[src/rtl/ram_req_ctrl.sv]
// Single-outstanding read/write command controller driving port 1 of a flip-flop RAM.
// Optional power-up zeroing sweep is compiled in with RAM_REQ_CTRL_INIT_EN.
module ram_req_ctrl #(
  parameter int DATAWIDTH = 8,
  parameter int ADDRWIDTH = 3
) (
  input  logic                 clk,
  input  logic                 rst,
  input  logic                 cmd_valid,
  output logic                 cmd_ready,
  input  logic                 cmd_we,
  input  logic [ADDRWIDTH-1:0] cmd_addr,
  input  logic [DATAWIDTH-1:0] cmd_wdata,
  output logic                 rsp_valid,
  input  logic                 rsp_ready,
  output logic [DATAWIDTH-1:0] rsp_rdata,
  output logic                 init_busy,
  output logic                 en_w1_n,
  output logic [ADDRWIDTH-1:0] addr_w1,
  output logic [DATAWIDTH-1:0] data_w1,
  output logic                 en_r1_n,
  output logic [ADDRWIDTH-1:0] addr_r1,
  input  logic [DATAWIDTH-1:0] data_r1
);

`ifdef RAM_REQ_CTRL_INIT_EN
  typedef enum logic [2:0] {IDLE, INIT, WR, RD, RSP} state_t;
  localparam state_t RESET_STATE = INIT;
  // Counter reaches this value once every address has been written.
  localparam logic [ADDRWIDTH:0] INIT_END = {1'b1, {ADDRWIDTH{1'b0}}};
  localparam logic [ADDRWIDTH:0] CNT_ONE  = {{ADDRWIDTH{1'b0}}, 1'b1};
`else
  typedef enum logic [2:0] {IDLE, WR, RD, RSP} state_t;
  localparam state_t RESET_STATE = IDLE;
`endif

  state_t                 state_q, state_d;
  logic                   cmd_ready_q, cmd_ready_d;
  logic                   rsp_valid_q, rsp_valid_d;
  logic [DATAWIDTH-1:0]   rsp_rdata_q, rsp_rdata_d;
  logic                   en_w1_n_q, en_w1_n_d;
  logic                   en_r1_n_q, en_r1_n_d;
  logic [ADDRWIDTH-1:0]   addr_w1_q, addr_w1_d;
  logic [ADDRWIDTH-1:0]   addr_r1_q, addr_r1_d;
  logic [DATAWIDTH-1:0]   data_w1_q, data_w1_d;
`ifdef RAM_REQ_CTRL_INIT_EN
  logic                   init_busy_q, init_busy_d;
  logic [ADDRWIDTH:0]     init_cnt_q, init_cnt_d;
`endif

  always_comb begin
    state_d     = state_q;
    rsp_rdata_d = rsp_rdata_q;
    addr_w1_d   = addr_w1_q;
    addr_r1_d   = addr_r1_q;
    data_w1_d   = data_w1_q;
    en_w1_n_d   = 1'b1;
    en_r1_n_d   = 1'b1;
`ifdef RAM_REQ_CTRL_INIT_EN
    init_cnt_d  = init_cnt_q;
    init_busy_d = 1'b0;
`endif
    // RAM-facing outputs are registered, so they are set up here for the state being entered.
    case (state_q)
      IDLE: begin
        if (cmd_valid && cmd_ready_q) begin
          if (cmd_we) begin
            state_d   = WR;
            en_w1_n_d = 1'b0;
            addr_w1_d = cmd_addr;
            data_w1_d = cmd_wdata;
          end else begin
            state_d   = RD;
            en_r1_n_d = 1'b0;
            addr_r1_d = cmd_addr;
          end
        end
      end
      WR: state_d = IDLE;
      RD: begin
        state_d     = RSP;
        rsp_rdata_d = data_r1;
      end
      RSP: begin
        if (rsp_ready) state_d = IDLE;
      end
`ifdef RAM_REQ_CTRL_INIT_EN
      INIT: begin
        if (init_cnt_q == INIT_END) begin
          state_d = IDLE;
        end else begin
          en_w1_n_d   = 1'b0;
          addr_w1_d   = init_cnt_q[ADDRWIDTH-1:0];
          data_w1_d   = '0;
          init_cnt_d  = init_cnt_q + CNT_ONE;
          init_busy_d = 1'b1;
        end
      end
`endif
      default: state_d = IDLE;
    endcase
    cmd_ready_d = (state_d == IDLE);
    rsp_valid_d = (state_d == RSP);
  end

  always_ff @(posedge clk) begin
    if (rst) begin
      state_q     <= RESET_STATE;
      cmd_ready_q <= 1'b0;
      rsp_valid_q <= 1'b0;
      rsp_rdata_q <= '0;
      en_w1_n_q   <= 1'b1;
      en_r1_n_q   <= 1'b1;
      addr_w1_q   <= '0;
      addr_r1_q   <= '0;
      data_w1_q   <= '0;
`ifdef RAM_REQ_CTRL_INIT_EN
      init_busy_q <= 1'b0;
      init_cnt_q  <= '0;
`endif
    end else begin
      state_q     <= state_d;
      cmd_ready_q <= cmd_ready_d;
      rsp_valid_q <= rsp_valid_d;
      rsp_rdata_q <= rsp_rdata_d;
      en_w1_n_q   <= en_w1_n_d;
      en_r1_n_q   <= en_r1_n_d;
      addr_w1_q   <= addr_w1_d;
      addr_r1_q   <= addr_r1_d;
      data_w1_q   <= data_w1_d;
`ifdef RAM_REQ_CTRL_INIT_EN
      init_busy_q <= init_busy_d;
      init_cnt_q  <= init_cnt_d;
`endif
    end
  end

  assign cmd_ready = cmd_ready_q;
  assign rsp_valid = rsp_valid_q;
  assign rsp_rdata = rsp_rdata_q;
  assign en_w1_n   = en_w1_n_q;
  assign en_r1_n   = en_r1_n_q;
  assign addr_w1   = addr_w1_q;
  assign addr_r1   = addr_r1_q;
  assign data_w1   = data_w1_q;
`ifdef RAM_REQ_CTRL_INIT_EN
  assign init_busy = init_busy_q;
`else
  assign init_busy = 1'b0;
`endif

endmodule

[config.mk]
export PLATFORM = sky130hd
export DESIGN_NAME = ram_req_ctrl
export DESIGN_NICKNAME = d
export VERILOG_FILES = /design/src/rtl/ram_req_ctrl.sv
export SDC_FILE = /design/constraint.sdc
export NUM_CORES = 1
export LEC_CHECK = 0
export CORE_ASPECT_RATIO = 0.8
export CORE_MARGIN = 2
export CORE_UTILIZATION = 42
export CTS_BUF_LIST = sky130_fd_sc_hd__clkbuf_2 sky130_fd_sc_hd__clkbuf_4 sky130_fd_sc_hd__clkbuf_8
export DETAILED_ROUTE_END_ITERATION = 8
export GPL_TIMING_DRIVEN = 0
export MAX_ROUTING_LAYER = met4
export PLACE_DENSITY = 0.87
export REMOVE_ABC_BUFFERS = 1
export SLEW_MARGIN = 10
export SYNTH_ARGS = -nofsm -noshare
export SYNTH_HDL_FRONTEND = slang
export SYNTH_SLANG_ARGS = --single-unit
[constraint.sdc]
create_clock -name clk -period 1.5 [get_ports clk]
set_input_delay 0.15 -clock clk [delete_from_list [all_inputs] [get_ports clk]]
set_output_delay 0.15 -clock clk [all_outputs]
set_load 0.05 [all_outputs]
### Word-level counts from Yosys, hierarchy flattened

Cells that the tools add are included.

| storage, ports and cells | value |
|---|---|
| flip-flop bits (word level) | 29 |
| output and inout port bits | 27 |
| word-level logic and storage cells | 27 |

| operators by class | value |
|---|---|
| eq/ne operators | 3 |
| mux-type cells | 6 |
| bitwise gates (word level) | 3 |
| reduce and logical (&&, ||, !) cells | 6 |

Operators by type and width:

| operator | count |
|---|---|
| $eq A3 B2 Y1 const B | 3 |
| $pmux W3 S3 | 1 |
| $logic_not A3 Y1 | 2 |
| $mux W3 | 2 |
| $reduce_and A3 Y1 | 2 |
| $not A1 Y1 | 3 |
| $reduce_or A3 Y1 | 1 |
| $mux W1 | 2 |
| $mux W2 | 1 |
| $logic_and A1 B1 Y1 | 1 |

### Longest topological paths before layout

Gate-level depths: netlist of the first run.

| logic depth | value |
|---|---|
| depth after elaboration | 4 |
| gate-level depth with buffers | 4 |
| mapped depth without buffers | 3 |

### Worst setup path after synthesis of the first run

No wires, ideal clock.

| timing | value |
|---|---|
| kind | reg-to-reg |
| start | reg cmd_ready_q, in the netlist cmd_ready |
| end | reg addr_w1_q[0], in the netlist addr_w1[0] |
| library setup time | 0.072 ns |
| data arrival time | 1.308 ns |
| required time | 1.428 ns |
| setup slack | 0.120 ns |
| stages on the path, launching flop included | 4 |
| period minus slack after synthesis | 1.380 ns |
| cell sequence | dfxtp_1 -> and4_4 -> buf_12 -> mux2i_1 |

| between the ends | value |
|---|---|
| longest elaborated chain between the ends | 2 |

Ends and longest elaborated chain:

| element | RTL line | source |
|---|---|---|
| from (decl) | 38 | `logic cmd_ready_q, cmd_ready_d;` |
| from (signal assigned) | 123 | `cmd_ready_q <= cmd_ready_d;` |
| $logic_and A1 B1 Y1 | 66 | `if (cmd_valid && cmd_ready_q) begin` |
| $reduce_and A3 Y1 (no source line) | -- |  |
| to (signal assigned) | 128 | `addr_w1_q <= addr_w1_d;` |
| to (decl) | 43 | `logic [ADDRWIDTH-1:0] addr_w1_q, addr_w1_d;` |

No other way between the ends.
A chain may end at the register's enable or synchronous reset.

### Final worst setup path of the first run

| timing | value |
|---|---|
| start | reg cmd_ready_q, in the netlist cmd_ready |
| end | out cmd_ready |

RTL lines:

| element | RTL line | source |
|---|---|---|
| to (decl) | 10 | `output logic cmd_ready,` |

No word-level cell between the ends.

==> results of run 1 <==
## cell usage after synthesis
library cell               instances  area share
sky130_fd_sc_hd__a21oi_1           2      0.0088
sky130_fd_sc_hd__conb_1            1      0.0033
sky130_fd_sc_hd__nor2b_1           1      0.0055
sky130_fd_sc_hd__nand4_1           1      0.0055
sky130_fd_sc_hd__nor3b_1           1      0.0066
sky130_fd_sc_hd__clkbuf_1          3      0.0098
sky130_fd_sc_hd__nand3b_1          1      0.0066
sky130_fd_sc_hd__nor2_2            1      0.0055
sky130_fd_sc_hd__nand4_2           1       0.011
sky130_fd_sc_hd__dfxtp_1          29        0.51
sky130_fd_sc_hd__buf_4             2       0.013
sky130_fd_sc_hd__nand2b_1         26        0.14
sky130_fd_sc_hd__buf_12            1       0.018
sky130_fd_sc_hd__mux2i_1          22        0.19
sky130_fd_sc_hd__nand2_1           1      0.0033
sky130_fd_sc_hd__and4_4            1      0.0098
sky130_fd_sc_hd__buf_2             1      0.0044
sky130_fd_sc_hd__nor2_1           10       0.033
sky130_fd_sc_hd__and4b_1           1      0.0088
sky130_fd_sc_hd__or2_2             1      0.0055
## routing by layer
metal	track usage	vias up	wire length (µm)
met5	-	-	0
li1	-	449	-
met1	0.208	390	1170
met2	0.330	30	1280
met4	0.115	0	68
met3	0.0516	8	121
## path summary, 6_finish.rpt
kind,endpoint,slack (ps),cells past startpoint
setup reg to reg,addr_w1[1],260,3
hold reg to reg,data_w1[5],470,2
hold / removal,data_w1[6],380,3
setup / recovery,cmd_ready,80,1
## power groups by stage
stage	clock, mW	combinational (mW)	sequential, mW
floorplan	0	0.0518	0.858
global placement	0	0.199	0.812
detailed placement	0	0.204	0.814
CTS	0.472	0.197	0.796
global route	0.511	0.210	0.798
finish	0.464	0.196	0.796
## cell families (layout without fill, tap and decap cells)
kind of cell    after synthesis  in the layout  synth area share
compound gates                2              2           0.00875
buf+inv                       7             58            0.0448
flops                        29             29             0.508
mux                          22             22             0.193
other cells                   1              2           0.00328
simple gates                 46             46             0.243
## per-stage QoR
step	hold slack, ps	setup slack, ps
3_5_place_dp	465	-293
4_1_cts	371	72.8
5_1_grt	390	26.3
6_report	381	77.3
3_3_place_gp	458	-456
2_1_floorplan	219	-194
## state kept, by name, summed over array words and instances, names as in the netlist, 3 cells and up
| signal | flops |
|---|---|
| state_q | 3 |
| addr_r1 | 3 |
| rsp_rdata | 8 |
| addr_w1 | 3 |
| data_w1 | 8 |
## cell type report
| cell class | count | area, µm² |
|---|---|---|
| Multi-Input combinational cell | 72 | 527 |
| Clock buffer | 6 | 45.0 |
| Sequential cell | 29 | 581 |
| Tap cell | 36 | 45.0 |
| Clock inverter | 2 | 10.0 |
| Fill cell | 205 | 835 |
| Timing Repair Buffer | 50 | 480 |
## timing repair
item | in CTS | in global routing
hold buffers | 0 | 0
resized for setup | 27 | 1
buffers inserted | 0 | 1
endpoints found under the hold margin | 0 | 0
endpoints found under the setup margin | 34 | 17
==> Flow_metrics.wiki, run 1 <==
{| class="wikitable"
! Metric !! Value
|-
| Pwr dens || 863 nW/µm²
|-
| Number of vias after detailed routing || 877
|-
| Overall Global Routing Usage || 0.194
|-
| Cell Chain, Critical Path || dlygate4sd2_1
|-
| Top delay family on crit path || buffers and inverters
|-
| Clock power share || 0.318
|-
| Fin. max-slew vios || 0
|-
| DRC viols || 0
|-
| Core Rows || 16
|-
| Outcome || finished clean
|-
| Slowest cell on the critical path || sky130_fd_sc_hd__dlygate4sd2_1
|-
| Design area || 1690 µm²
|-
| Die boundary height || 50.7 µm
|-
| Most common cell after layout, fill and taps aside || sky130_fd_sc_hd__dfxtp_1
|-
| Slew at the pin with the worst max-slew slack || 1020 ps
|-
| Worst voltage drop across the vdd grid || 0.000543 V
|-
| Total leakage power || 0.739 nW
|-
| HPWL reported at the end of detailed placement || 1860 µm
|-
| Die outline width || 62.3 µm
|-
| First-pass detailed-route iteration total || 4
|-
| Fraction of layout instances using a drive strength above 1 || 0.0881
|-
| GP Congestion || 0.743
|-
| Average cell area after synthesis || 10.7 µm²
|-
| Power after layout || 1.46 mW
|-
| Internal portion of total power || 1.08 mW
|-
| Violation count after the first detailed-route iteration || 56
|-
| Diode count || 0
|-
| Number of buffers added by the clock tree synthesis step || 5
|-
| Cell chosen for the clock root || sky130_fd_sc_hd__clkbuf_4
|-
| Normalized max-slew margin || 0.316
|-
| Crit path arrival time || 1270 ps
|-
| Final instance count without filler cells || 195
|-
| Detail-routed via count per cell || 4.50
|-
| Max-cap violation count || 0
|-
| Post-route clock period utilization || 0.948
|-
| Number of failing hold endpoints at the final stage || 0
|-
| Count of final setup violators || 0
|-
| Starting utilization of the core area || 0.453
|-
| Critical R2R Launch || state_q[0]
|-
| Setup repair after global routing missed its margin || no
|-
| Antenna violations before repair || 0
|-
| Largest stage delay, worst path || 550 ps
|-
| Wire length of the first global-routing pass || 4400 µm
|-
| Data required time at the worst endpoint || 1350 ps
|-
| Share of the core filled with cells in the final layout || 0.669
|-
| Seq pwr share || 0.547
|-
| Type of the worst setup path || register to primary output
|-
| Post-synthesis cell area || 1140 µm²
|-
| Count of distinct cell types in the synthesized netlist || 20
|-
| Drt total wl || 2640 µm
|-
| Path class of the lowest-slack min-delay path || primary input to register
|-
| Clock skew after layout || 12.2 ps
|-
| Area of the core || 2520 µm²
|-
| Total congestion overflow after global routing || 0
|-
| Antenna viol nets, final || 0
|-
| Largest fanout on the critical path || 4
|-
| IO Pins || 51
|-
| Number of synthesis warnings || 0
|-
| Critical path launch point type || register
|-
| Synthesized instance count || 107
|-
| Clock sink total || 29
|-
| Signed area change from the synthesized netlist to the final layout || 47.6%
|-
| Crit path buffers/inverters || 1
|-
| Switching component of the power || 0.379 mW
|-
| Clk Latency, worst-skew pair || 330 ps
|-
| Fmax achieved || 0.703 GHz
|-
| Synth Register Bits || 29
|-
| Routed wire length per instance || 13.5 µm
|-
| PortBufs || 49
|-
| Most frequent cells in the layout || sky130_fd_sc_hd__dfxtp_1 (29), sky130_fd_sc_hd__nand2b_1 (26), sky130_fd_sc_hd__dlygate4sd2_1 (26), sky130_fd_sc_hd__mux2i_1 (22), sky130_fd_sc_hd__clkdlybuf4s50_1 (22)
|-
| Element type at the critical path end || primary output
|-
| Instance area at placement || 1640 µm²
|-
| Cell Count Post-Placement || 186
|-
| Combinational fraction of design power || 0.135
|-
| Maximum buffer depth of the clock tree || 2
|-
| Number of global-route vias before repair || 946
|-
| TritonCTS clock tree || yes
|-
| Critical Path Source || cmd_ready
|-
| Floorplan die area || 3160 µm²
|-
| Final critical-path required period || 1420 ps
|-
| Clock Pin Slew Worst Setup and Hold Paths || 100 ps
|-
| Sum of negative setup slack || 0 ps
|-
| Hold_sp || cmd_wdata[6]
|-
| Register area share after synthesis || 0.508
|-
| Largest net degree at the start of global routing || 40
|-
| Final net count || 182
|-
| Clock H-tree levels || 2
|-
| Net switching share of the total power || 0.260
|}
Note: power is estimated with default switching activity, not from simulation.
==> run 2, diff against run 1 <==
--- a/config.mk
+++ b/config.mk
@@ -5,14 +5,14 @@
 export SDC_FILE = /design/constraint.sdc
 export NUM_CORES = 1
 export LEC_CHECK = 0
-export CORE_ASPECT_RATIO = 0.8
+export CORE_ASPECT_RATIO = 0.5
 export CORE_MARGIN = 2
-export CORE_UTILIZATION = 42
+export CORE_UTILIZATION = 41
 export CTS_BUF_LIST = sky130_fd_sc_hd__clkbuf_2 sky130_fd_sc_hd__clkbuf_4 sky130_fd_sc_hd__clkbuf_8
 export DETAILED_ROUTE_END_ITERATION = 8
 export GPL_TIMING_DRIVEN = 0
 export MAX_ROUTING_LAYER = met4
-export PLACE_DENSITY = 0.87
+export PLACE_DENSITY = 0.86
 export REMOVE_ABC_BUFFERS = 1
 export SLEW_MARGIN = 10
 export SYNTH_ARGS = -nofsm -noshare
==> Flow_metrics.wiki, run 2 (same netlist as run 1, synthesis figures left out) <==
{| class="wikitable"
! Metric !! Value
|-
| Outcome || finished clean
|-
| Clock skew after layout || 5.19 ps (-7.00 ps)
|-
| Data required time at the worst endpoint || 1630 ps (+280 ps)
|-
| Fin. max-slew vios || 0 (unchanged)
|-
| Violation count after the first detailed-route iteration || 23 (-59%)
|-
| Number of failing hold endpoints at the final stage || 0 (unchanged)
|-
| Post-placement setup slack || -274 ps (+18.6 ps)
|-
| Instance area at placement || 1640 µm² (about the same)
|-
| Final net count || 181 (-0.55%)
|-
| Antenna violations before repair || 0 (unchanged)
|-
| Detail-routed via count per cell || 4.54 (+0.91%)
|-
| Routed wire length per instance || 11.8 µm (-13%)
|-
| Overall Global Routing Usage || 0.154 (-0.0395)
|-
| Normalized max-slew margin || 0.343 (+0.0268)
|-
| Total congestion overflow after global routing || 0 (unchanged)
|-
| Antenna viol nets, final || 0 (unchanged)
|-
| PortBufs || 49 (unchanged)
|-
| Drt total wl || 2300 µm (-13%)
|-
| Largest net degree at the start of global routing || 40 (unchanged)
|-
| Design area || 1720 µm² (+1.6%)
|-
| Die boundary height || 41.3 µm (-18%)
|-
| Net switching share of the total power || 0.235 (-0.0253)
|-
| Seq pwr share || 0.471 (-0.076)
|-
| Clock Pin Slew Worst Setup and Hold Paths || 60 ps (-40 ps)
|-
| Fmax achieved || 0.736 GHz (+4.7%)
|-
| Most frequent cells in the layout || sky130_fd_sc_hd__dfxtp_1 (29), sky130_fd_sc_hd__nand2b_1 (26), sky130_fd_sc_hd__dlygate4sd2_1 (26), sky130_fd_sc_hd__mux2i_1 (22), sky130_fd_sc_hd__clkdlybuf4s50_1 (22)
|-
| Power after layout || 1.69 mW (+16%)
|-
| Area of the core || 2620 µm² (+3.8%)
|-
| Floorplan die area || 3250 µm² (+3.0%)
|-
| Signed area change from the synthesized netlist to the final layout || 50.0%
|-
| Total leakage power || 0.749 nW (+1.4%)
|-
| Count of final setup violators || 0 (unchanged)
|-
| IO Pins || 51 (unchanged)
|-
| Fraction of layout instances using a drive strength above 1 || 0.0823 (-0.00577)
|-
| Critical path launch point type || register
|-
| Switching component of the power || 0.397 mW (+4.9%)
|-
| First-pass detailed-route iteration total || 3 (-1)
|-
| HPWL reported at the end of detailed placement || 1610 µm (-13%)
|-
| Slew at the pin with the worst max-slew slack || 984 ps (-40.2 ps)
|-
| Core Rows || 13 (-3)
|-
| Clock power share || 0.416 (+0.098)
|-
| Wire length of the first global-routing pass || 3410 µm (-23%)
|-
| Share of the core filled with cells in the final layout || 0.655 (-0.0141)
|-
| Clock H-tree levels || 2 (unchanged)
|-
| Internal portion of total power || 1.29 mW (+20%)
|-
| Combinational fraction of design power || 0.114 (-0.021)
|-
| Die outline width || 78.7 µm (+26%)
|-
| Maximum buffer depth of the clock tree || 2 (unchanged)
|-
| Largest fanout on the critical path || 8 (+4)
|-
| Max-cap violation count || 0 (unchanged)
|-
| Number of buffers inserted by post-CTS setup repair || 0 (unchanged)
|-
| Smallest hold slack || 444 ps (+62.9 ps)
|-
| Number of buffers added by the clock tree synthesis step || 5 (unchanged)
|-
| Pwr dens || 986 nW/µm² (+14%)
|-
| Most common cell after layout, fill and taps aside || sky130_fd_sc_hd__dfxtp_1
|-
| Post-route setup slack || 142 ps (+64.2 ps)
|-
| Starting utilization of the core area || 0.437 (-0.0167)
|-
| Post-route clock period utilization || 0.906 (-0.0428)
|-
| Diode count || 0 (unchanged)
|-
| TritonCTS clock tree || yes
|-
| Worst voltage drop across the vdd grid || 0.000522 V (-3.8%)
|-
| Clock sink total || 29 (unchanged)
|-
| Final critical-path required period || 1360 ps (-64.2 ps)
|-
| Cell chosen for the clock root || sky130_fd_sc_hd__clkbuf_8
|-
| Clk Latency, worst-skew pair || 280 ps (-50 ps)
|-
| Path class of the lowest-slack min-delay path || primary input to register
|-
| DRC viols || 0 (unchanged)
|-
| Crit path arrival time || 1490 ps (+220 ps)
|-
| Number of vias after detailed routing || 885 (+0.91%)
|-
| Number of global-route vias before repair || 783 (-17%)
|-
| Element type at the critical path end || register
|-
| Type of the worst setup path || register to register
|-
| GP Congestion || 0.763 (+2.8%)
|-
| Setup repair after global routing missed its margin || no
|}
## run 2: critical path: stages (launching register included)
cell and delay [ps]:
sky130_fd_sc_hd__dfxtp_1 390, sky130_fd_sc_hd__nor3b_4 510, sky130_fd_sc_hd__mux2i_1 260, sky130_fd_sc_hd__nor2_1 50
## run 2: worst paths after layout
kind | to | cells after the start | from | slack (ps)
worst max register to register | rsp_rdata[3] | 3 | state_q[1] | 140
worst min register to register | data_w1[4] | 2 | data_w1[4] | 470
worst max-delay path | rsp_rdata[3] | 3 | state_q[1] | 140
worst min-delay path | data_w1[2] | 3 | cmd_wdata[2] | 440
## run 2: power groups by stage
stage,clock network (mW),logic [mW],registers [mW]
after global routing,0.762,0.204,0.798
after detailed placement,0,0.202,0.813
after global placement,0,0.200,0.813
after floorplan,0,0.0518,0.858
after CTS,0.728,0.194,0.797
final,0.703,0.192,0.797
## run 2: repair_timing
item,CTS,global route
gates resized for setup,27,1
endpoints found under the setup margin,34,10
hold buffers,0,0
## run 2: metal layers
| layer | part of all wire | wire (µm) | GRT usage |
|---|---|---|---|
| met2 | 0.50 | 1150 | 0.278 |
| met3 | 0.057 | 130 | 0.0625 |
| met4 | 0.017 | 39 | 0.110 |
| met5 | 0 | 0 | - |
| met1 | 0.43 | 978 | 0.148 |
## run 2: through the flow
step	setup TNS (ps)	instances
floorplan	-1550	101
global route	0	195
global placement	-8040	187
finish	0	195
detailed placement	-4340	187
CTS	0	195
## run 2: final cells by class
type                       instances  area (µm²)
multi-input combinational         72         527
timing repair buffer              49         460
clock buffer                       7        96.3
clock inverter                     1        5.00
fill                             230         903
tap                               37        46.3
sequential                        29         581
